==> src/rtl/seg_scan_mux.sv <==
// -----------------------------------------------------------------------------
// seg_scan_mux
//
// Purpose:
//    This is the final stage behind the BCD-to-7-segment decoders. It drives a
//    4-digit common-anode multiplexed display, lighting one digit at a time:
//    sign, hundreds, tens, then units.
//
//    New input data is held in pending registers. It moves into the display
//    registers only at a frame boundary, so a frame never shows a mix of old
//    and new digits.
//
//    Leading zeros can optionally be blanked.
//
// Ports:
//    clk        in   system clock
//    rst        in   synchronous, active-high reset
//    seg_in     in   3 x 8-bit decoded patterns
//                    [0] = hundreds, [1] = tens, [2] = units
//    sign       in   1 = value negative
//    valid      in   one-cycle strobe: capture seg_in/sign this cycle
//    blank_lz   in   1 = blank leading zeros in the hundreds and tens digits
//    an         out  anode enables, active-low
//                    an[3] = sign digit, an[0] = units
//    seg        out  segment pattern for the lit digit, active-low
//    frame_tick out  one-cycle pulse on the first cycle of each frame
//    pending    out  1 = captured data is waiting for the next frame boundary
// -----------------------------------------------------------------------------
module seg_scan_mux #(
   parameter int unsigned REFRESH_DIV = 50000,   // cycles per digit, >= 2
   parameter logic [7:0]  ZERO_PAT    = 8'hC0,
   parameter logic [7:0]  MINUS_PAT   = 8'hBF,
   parameter logic [7:0]  BLANK_PAT   = 8'hFF
) (
   input  logic            clk,
   input  logic            rst,
   input  logic [2:0][7:0] seg_in,
   input  logic            sign,
   input  logic            valid,
   input  logic            blank_lz,
   output logic [3:0]      an,
   output logic [7:0]      seg,
   output logic            frame_tick,
   output logic            pending
);

   localparam int unsigned     CNT_W    = $clog2(REFRESH_DIV);
   localparam logic [CNT_W-1:0] CNT_LAST = CNT_W'(REFRESH_DIV - 1);

   // Digit index values. Index 0 is scanned first in every frame.
   localparam logic [1:0] DIG_SIGN  = 2'd0;
   localparam logic [1:0] DIG_HUND  = 2'd1;
   localparam logic [1:0] DIG_TENS  = 2'd2;
   localparam logic [1:0] DIG_UNITS = 2'd3;

   // Anode codes (active-low), one per digit index.
   localparam logic [3:0] AN_SIGN  = 4'b0111;
   localparam logic [3:0] AN_HUND  = 4'b1011;
   localparam logic [3:0] AN_TENS  = 4'b1101;
   localparam logic [3:0] AN_UNITS = 4'b1110;
   localparam logic [3:0] AN_OFF   = 4'b1111;

   // ------------------------------------------------------------------------
   // Scan timing: prescaler and digit index
   // ------------------------------------------------------------------------
   logic [CNT_W-1:0] cnt_reg;
   logic [CNT_W-1:0] cnt_next;
   logic [1:0]       idx_reg;
   logic [1:0]       idx_next;
   logic             digit_end;
   logic             wrap_edge;

   assign digit_end = (cnt_reg == CNT_LAST);

   // Frame boundary: the last cycle of the units digit. The index moves 3 -> 0
   // on this edge, so display updates made here are live for the whole next
   // frame.
   assign wrap_edge = digit_end && (idx_reg == DIG_UNITS);

   always_comb begin
      cnt_next = cnt_reg + CNT_W'(1);
      idx_next = idx_reg;
      if (digit_end) begin
         cnt_next = '0;
         idx_next = idx_reg + 2'd1;
      end
   end

   always_ff @(posedge clk) begin
      if (rst) begin
         cnt_reg <= '0;
         idx_reg <= DIG_SIGN;
      end else begin
         cnt_reg <= cnt_next;
         idx_reg <= idx_next;
      end
   end

   // ------------------------------------------------------------------------
   // Pending / display buffering
   //
   // A valid strobe outside the wrap edge lands in the pending registers. A
   // later strobe before commit simply overwrites them.
   //
   // A valid strobe on the wrap edge goes straight to the display registers.
   // It is the newest data, so any older pending copy is dropped.
   // ------------------------------------------------------------------------
   logic            pending_reg;
   logic            pending_next;
   logic            pend_sign_reg;
   logic            pend_sign_next;
   logic            disp_sign_reg;
   logic            disp_sign_next;
   logic [2:0][7:0] pend_pat_reg;
   logic [2:0][7:0] disp_pat_reg;

   logic            capture;   // valid outside the wrap edge
   logic            direct;    // valid on the wrap edge
   logic            commit;    // wrap edge releasing buffered data

   assign capture = valid && !wrap_edge;
   assign direct  = valid && wrap_edge;
   assign commit  = wrap_edge && !valid && pending_reg;

   always_comb begin
      pending_next   = pending_reg;
      pend_sign_next = pend_sign_reg;
      disp_sign_next = disp_sign_reg;

      if (capture) begin
         pending_next   = 1'b1;
         pend_sign_next = sign;
      end

      if (wrap_edge) begin
         pending_next = 1'b0;
      end

      if (direct) begin
         disp_sign_next = sign;
      end else if (commit) begin
         disp_sign_next = pend_sign_reg;
      end
   end

   always_ff @(posedge clk) begin
      if (rst) begin
         pending_reg   <= 1'b0;
         pend_sign_reg <= 1'b0;
         disp_sign_reg <= 1'b0;
      end else begin
         pending_reg   <= pending_next;
         pend_sign_reg <= pend_sign_next;
         disp_sign_reg <= disp_sign_next;
      end
   end

   // Per-digit pattern buffers; every digit follows the same load rules.
   genvar gi;
   generate
      for (gi = 0; gi < 3; gi++) begin : g_digit
         logic [7:0] pend_pat_next;
         logic [7:0] disp_pat_next;

         always_comb begin
            pend_pat_next = pend_pat_reg[gi];
            disp_pat_next = disp_pat_reg[gi];

            if (capture) begin
               pend_pat_next = seg_in[gi];
            end

            if (direct) begin
               disp_pat_next = seg_in[gi];
            end else if (commit) begin
               disp_pat_next = pend_pat_reg[gi];
            end
         end

         always_ff @(posedge clk) begin
            if (rst) begin
               pend_pat_reg[gi] <= 8'h00;
               disp_pat_reg[gi] <= BLANK_PAT;
            end else begin
               pend_pat_reg[gi] <= pend_pat_next;
               disp_pat_reg[gi] <= disp_pat_next;
            end
         end
      end
   endgenerate

   // ------------------------------------------------------------------------
   // Leading-zero blanking
   //
   // Uses the committed digits and the live blank_lz input. Tens can only
   // blank when hundreds is already blank, so a value of 0 shows just the
   // units digit.
   // ------------------------------------------------------------------------
   logic hund_blank;
   logic tens_blank;

   assign hund_blank = blank_lz   && (disp_pat_reg[0] == ZERO_PAT);
   assign tens_blank = hund_blank && (disp_pat_reg[1] == ZERO_PAT);

   // ------------------------------------------------------------------------
   // Output registers
   //
   // an and seg are decoded from the same index, on the same edge, so the
   // anode and segment lines never disagree for a cycle.
   // ------------------------------------------------------------------------
   logic [3:0] an_reg;
   logic [3:0] an_next;
   logic [7:0] seg_reg;
   logic [7:0] seg_next;
   logic       frame_tick_reg;
   logic       frame_tick_next;

   always_comb begin
      an_next  = AN_OFF;
      seg_next = BLANK_PAT;

      case (idx_reg)
         DIG_SIGN: begin
            an_next  = AN_SIGN;
            seg_next = disp_sign_reg ? MINUS_PAT : BLANK_PAT;
         end
         DIG_HUND: begin
            an_next  = AN_HUND;
            seg_next = hund_blank ? BLANK_PAT : disp_pat_reg[0];
         end
         DIG_TENS: begin
            an_next  = AN_TENS;
            seg_next = tens_blank ? BLANK_PAT : disp_pat_reg[1];
         end
         DIG_UNITS: begin
            an_next  = AN_UNITS;
            seg_next = disp_pat_reg[2];
         end
         default: begin
            an_next  = AN_OFF;
            seg_next = BLANK_PAT;
         end
      endcase

      // The first cycle of the sign digit is the first cycle of the frame.
      frame_tick_next = (idx_reg == DIG_SIGN) && (cnt_reg == '0);
   end

   always_ff @(posedge clk) begin
      if (rst) begin
         an_reg         <= AN_OFF;
         seg_reg        <= BLANK_PAT;
         frame_tick_reg <= 1'b0;
      end else begin
         an_reg         <= an_next;
         seg_reg        <= seg_next;
         frame_tick_reg <= frame_tick_next;
      end
   end

   assign an         = an_reg;
   assign seg        = seg_reg;
   assign frame_tick = frame_tick_reg;
   assign pending    = pending_reg;

endmodule

==> config.mk <==
export PLATFORM = sky130hd
export DESIGN_NAME = seg_scan_mux
export DESIGN_NICKNAME = d
export VERILOG_FILES = /design/src/rtl/seg_scan_mux.sv
export SDC_FILE = /design/constraint.sdc
export NUM_CORES = 1
export LEC_CHECK = 0
export CELL_PAD_IN_SITES_DETAIL_PLACEMENT = 1
export CELL_PAD_IN_SITES_GLOBAL_PLACEMENT = 1
export CORE_UTILIZATION = 40
export CTS_BUF_LIST = sky130_fd_sc_hd__clkbuf_8
export DETAILED_ROUTE_END_ITERATION = 16
export PLACE_DENSITY_LB_ADDON = 0.3
export SETUP_SLACK_MARGIN = 0.5
export SYNTH_ARGS = -nofsm -noshare
export SYNTH_HDL_FRONTEND = slang
export SYNTH_SLANG_ARGS = --single-unit
==> constraint.sdc <==
create_clock -name clk -period 3 [get_ports clk]
set_clock_uncertainty 0.15 [all_clocks]
set_input_delay 0.75 -clock clk [delete_from_list [all_inputs] [get_ports clk]]
set_output_delay 0.75 -clock clk [all_outputs]
set_load 0.02 [all_outputs]
==> flow_summary.yaml, run 1 <==
run_status:
  status: "finished, final reports clean"
detailed_routing:
  drt.antenna.violating_nets: 0
  routedWlPerCell_um: 17.4
  drt-vias-per-instance: 5.62
  first_pass_iters: 5
  dr_total_vias: 3247
  wl_um: 10100
  drc: 0
  dr.first_iter.drc_count: 164
die:
  die_x_um: 101
  rows: 35
  die_area_mm2: 0.0102
  ios: 43
  initial_core_util: 0.417
  die_h_um: 101
  core_mm2: 0.00937
yosys:
  synth-seq-cells: 82
  yosysWarnings: 0
  synthXorXnorAreaFrac: 0.0313
  synth_top_family_by_area: "simple AND/OR/NAND/NOR gates"
  synthArstFlopShare: 0
  syn_area_mm2: 0.00391
  synth_edf_count: 0
  synthSimpleGateAreaFrac: 0.284
  synth_compound_area_frac: 0.156
  avgSynthCellArea_um2: 9.27
  syn_nets: 459
  synth-main-ff-cell: "dfxtp_1"
  synth_mux_area_frac: 0.0106
  synth_most_common_cell: "dfxtp_1"
  ys_seq_area_frac: 0.420
  synth_top_cell_by_area: "dfxtp_1"
  yosysTopAreaCellShare: 0.420
  synthAdderAreaFrac: 0.0256
  synth_area_leaders: "dfxtp_1 42%, nand4b_1 5.8%, nand2b_1 4.6%"
  ys_top_cells_by_count: "82 x dfxtp_1, 38 x nand2_1, 29 x nand2b_1"
  synth.distinct_cells: 51
  synth_cells: 422
clocking:
  clock_path_buffers: 2
  htree_levels: 3
  worstSkewPairLatency_ns: 0.35
  post_cts_resized: 0
  cts.clk_slew.worst_paths_ns: 0.08
  numClockSinks: 82
  cts_tree: "done"
  cts_root_buf: "clkbuf_8"
  cts_inserted_buffers: 9
critical_path:
  endpoint_kind: "register"
  cp_max_fo: 38
  cp.arrival_ns: 2.55
  critPathSlowestCell: "or4_1"
  worstSetupStartpointType: "register"
  crit_required_ns: 3.15
  critical_path.max_stage_delay_ns: 0.61
  cp_cell_sequence: "or4_4 > or4_1 > buf_4 > a21oi_1 > a211o_1"
  path_class: "register to register"
timing:
  fin_crit_sh: 0.802
  final-hold-violation-count: 0
  slew_headroom: 0.512
  rsz0062_at_grt: "no"
  worst_pin_slew_ns: 0.728
  fmax_mhz: 416
  setup_tns_ns: 0
  finalSetupViolCount: 0
  fin_crit_ns: 2.40
  drv_slew: 0
job:
  cap_viol_max_count: 0
min_path:
  hold_class: "register to register"
place:
  io_buffer_count: 42
  dp_hpwl_um: 6760
  dp_cells: 560
  place_congestion: 0.806
grt:
  global_route.usage.total: 0.208
  overflow: 0
  grt_pass1_vias: 3214
  antenna_found_initial: 0
  grt_max_degree: 68
  grt_pass1_wl_um: 16400
power:
  power_density_mw_per_mm2: 494
  leakage_nw: 1.56
  irDropWorstVdd_mv: 0.274
final_layout:
  nets: 482
  final_cells: 578
  drive_gt1_frac: 0.114
  area_growth_pct: 16.0
  antenna_cells: 0
[metal layers]
layer | up-vias | track usage | share of wire
met5 | - | 0 | 0
met4 | 0 | 0.0602 | 0.018
met3 | 20 | 0.0381 | 0.038
met2 | 74 | 0.362 | 0.50
met1 | 1578 | 0.261 | 0.44
li1 | 1575 | - | -
[power by group]
part | switching [mW] | leakage (nW) | internal (mW)
sequential | 0.0162 | 0.668 | 1.11
combinational | 0.0928 | 0.767 | 0.0849
clock | 0.387 | 0.120 | 0.545
total | 0.496 | 1.56 | 1.74
[layout by cell type (no fill, tap or decap), types with 9 or more instances in the layout]
cell	netlist	routed
a21oi_1	18	18
nor2_1	21	21
xnor2_1	10	10
nand2b_1	29	29
clkdlybuf4s50_1	0	40
o21ai_0	14	14
nand3b_1	17	17
nand3_1	11	11
nand2_1	38	38
a211o_2	10	10
dfxtp_1	82	82
nand4b_1	26	26
o21ai_1	18	18
clkbuf_8	4	9
[cell type report]
type                       instances  area (um^2)
multi-input combinational        296         2000
sequential                        82         1640
fill                            1107         4830
clock inverter                     6          108
timing repair buffer              50          483
inverter                           6         22.5
clock buffer                       9          124
tap                              129          161
[worst max-delay path: cells and delay by family (launching register included)]
family | cells | cell delay, ns
AO/OA/AOI/OAI | 2 | 0.32
buffers and inverters | 1 | 0.32
flip-flops | 1 | 0.38
AND/OR/NAND/NOR | 2 | 1.16
[metrics by stage]
stage	area [um^2]	worst slack, ns	total power, mW	hold WS (ns)	util
floorplan	3910	0.794	1.26	0.287	-
global placement	4280	0.560	1.33	0.301	0.457
detailed placement	4280	0.516	1.33	0.304	0.457
CTS	4510	0.512	2.27	0.320	0.481
global route	4540	0.520	2.33	0.337	0.484
finish	4540	0.595	2.24	0.316	0.484
[final timing paths]
kind | to | slack (ns) | from | depth (start not counted)
worst max-delay path | disp_pat_reg[11] | 0.60 | cnt_reg[7] | 5
worst min-delay path | pend_pat_reg[21] | 0.32 | pend_pat_reg[21] | 2
worst max register to register | disp_pat_reg[11] | 0.60 | cnt_reg[7] | 5
worst min register to register | pend_pat_reg[21] | 0.32 | pend_pat_reg[21] | 2
[cells by family (layout without fill, tap and decap cells)]
group                      after synthesis  in the layout
AOI/OAI and AO/OA                       88             88
xor gates and xnor gates                14             14
adders and majority gates                8              8
buffers and inverters                   45             71
DFF                                     82             82
muxes                                    4              4
and+or+nand+nor                        181            182
[repair_timing]
action                                  CTS  global route
hold buffers                              0             0
endpoints found under the setup margin    0            16
buffers inserted                          0             2
(Power assumes the default switching activity.)
==> inputs of run 2 (changes only) <==
Clock period 3 ns to 2.13 ns, I/O delays scaled along.
==> run 2 against run 1 <==
Compared with the run above:
- the run now ends with negative setup slack left
- non-clock buffer count increased by 34
- clock power increased by 43%
- fmax increased by 6.6%
- combinational power increased by 63%
- final cell count increased by 6.2%
- total power increased by 44%
- sequential share of layout area decreased by 4.0 points
- first-iteration DRC count increased by 13%
- worst setup slack got worse by 0.72 ns
- critical path depth increased by 1
- via count increased by 7.6%
- sequential power increased by 41%
==> flow_summary.yaml, run 2 (synthesis results as in run 1) <==
critical_path:
  worstRegToRegCells: 6
  r2r_setup_slack_ns: -0.13
  cp.arrival_ns: 2.35
  crit_path_end: "disp_pat_reg[23]"
  reg2reg_from: "cnt_reg[7]"
  crit_start: "cnt_reg[7]"
  endpoint_kind: "register"
  worstSetupStartpointType: "register"
  cp_max_fo: 17
  r2r_end: "disp_pat_reg[23]"
  crit_required_ns: 2.23
  path_class: "register to register"
grt:
  global_route.usage.total: 0.224
  grt_pass1_wl_um: 17600
  antenna_found_initial: 0
  grt_pass1_vias: 3421
  overflow: 0
  grt_max_degree: 63
power:
  power_density_mw_per_mm2: 628
  switching_share: 0.235
  p_total_mw: 3.22
  irDropWorstVdd_mv: 0.365
  clkPwrFrac: 0.414
  seqPwrFrac: 0.495
  p_sw_mw: 0.755
  cell_internal_pwr_mw: 2.46
  pwr-share-comb: 0.090
  leakage_nw: 1.79
die:
  ios: 43
  rows: 35
  core_mm2: 0.00937
  initial_core_util: 0.417
  die_area_mm2: 0.0102
  die_x_um: 101
  die_h_um: 101
final_layout:
  nets: 517
  area_growth_pct: 30.9
  ff_latch_area_mm2: 0.00165
  drive_gt1_frac: 0.285
  final_common_cell: "dfxtp_1"
  final_cells: 614
  antenna_cells: 0
  most-common-layout-cells: "78 x dfxtp_1, 38 x nand2_1, 29 x nand2b_1"
  fillers: 1068
  multi_input_area_mm2: 0.00221
timing:
  slew_headroom: 0.656
  fmax_mhz: 443
  final-hold-violation-count: 0
  drv_slew: 0
  worst_pin_slew_ns: 0.516
  fin_crit_ns: 2.26
  rsz0062_at_grt: "yes"
  finalSetupViolCount: 61
  fin_crit_sh: 1.06
  setup_ws_ns: -0.127
detailed_routing:
  first_pass_iters: 5
  drt.antenna.violating_nets: 0
  drt-vias-per-instance: 5.69
  dr_total_vias: 3495
  drc: 0
  dr.first_iter.drc_count: 185
  wl_um: 11700
  routedWlPerCell_um: 19.0
min_path:
  hold_class: "register to register"
place:
  dp_cells: 583
  dp_hpwl_um: 7420
  io_buffer_count: 42
  dp_slack_ns: -0.105
  place_congestion: 0.842
clocking:
  cts_inserted_buffers: 9
  worstSkewPairLatency_ns: 0.36
  numClockSinks: 82
  clock_path_buffers: 2
  cts_root_buf: "clkbuf_8"
  cts_tree: "done"
  htree_levels: 3
  ctsHoldBuffers: 0
  cts.clk_slew.worst_paths_ns: 0.08
job:
  cap_viol_max_count: 0
run_status:
  status: "finished with violations"
  violations: "negative setup slack"
[run 2: cell types whose count changed in the layout (fill, tap and decap cells not counted), sizes merged]
cell / previous run / this run
clkdlybuf4s15: 0 / 7
clkinvlp: 0 / 1
clkbuf: 9 / 12
buf: 10 / 51
inv: 7 / 6
nand3b: 19 / 18
bufinv: 3 / 2
and2: 1 / 3
clkdlybuf4s50: 40 / 26
clkinv: 2 / 1
[run 2: how the worst min path moves through the flow]
stage,startpoint,end,slack (ns),cells after the start
global placement,pend_pat_reg[21],pend_pat_reg[21],0.30,2
finish,pend_pat_reg[20],pend_pat_reg[20],0.32,2
global route,pend_pat_reg[21],pend_pat_reg[21],0.34,2
CTS,pend_pat_reg[23],pend_pat_reg[23],0.32,2
floorplan,cnt_reg[0],cnt_reg[0],0.29,1
detailed placement,pend_pat_reg[23],pend_pat_reg[23],0.31,2
[run 2: metal layers]
| layer | global-route usage | part of all wire | up-vias |
|---|---|---|---|
| met5 | 0 | 0 | - |
| met4 | 0.0925 | 0.024 | 0 |
| met3 | 0.0257 | 0.029 | 25 |
| met2 | 0.353 | 0.47 | 89 |
| met1 | 0.310 | 0.48 | 1733 |
| li1 | - | - | 1648 |
[run 2: repair_timing]
action / CTS / global route
setup buffers: 3 / 9
endpoints found under the setup margin: 90 / 82
gates resized for setup: 63 / 53
pin swaps: 11 / 18
cloned: 1 / 2
[run 2: power by group through the flow]
stage | combinational (mW) | sequential, mW | clock (mW)
2_1_floorplan | 0.151 | 1.62 | 0
3_3_place_gp | 0.254 | 1.62 | 0
3_5_place_dp | 0.261 | 1.63 | 0
4_1_cts | 0.272 | 1.59 | 1.35
5_1_grt | 0.314 | 1.60 | 1.42
6_report | 0.291 | 1.59 | 1.33
[run 2: stage by stage]
stage / TNS [ns] / instance area, um^2 / util / hold WS, ns
5_1_grt: -9.69 / 5120 / 0.546 / 0.340
4_1_cts: -3.84 / 4900 / 0.523 / 0.323
2_1_floorplan: -0.177 / 3960 / - / 0.287
6_report: -4.51 / 5120 / 0.546 / 0.322
3_3_place_gp: -0.884 / 4520 / 0.483 / 0.302
3_5_place_dp: -2.44 / 4520 / 0.483 / 0.308
[run 2: critical path, cell delays in order (launching register included)]
cell      delay, ns
dfxtp_2        0.33
or4_4          0.54
buf_6          0.14
nor4_4         0.32
nand3b_4       0.18
buf_12         0.19
a211o_2        0.30
[run 2: area by class of cell]
type	instances	area share
clock buffers	12	0.0323
clock inverters	4	0.0142
flip-flops and latches	82	0.322
inverters	6	0.00538
well taps	129	0.0315
repair buffers	84	0.163
multi-input cells	297	0.432
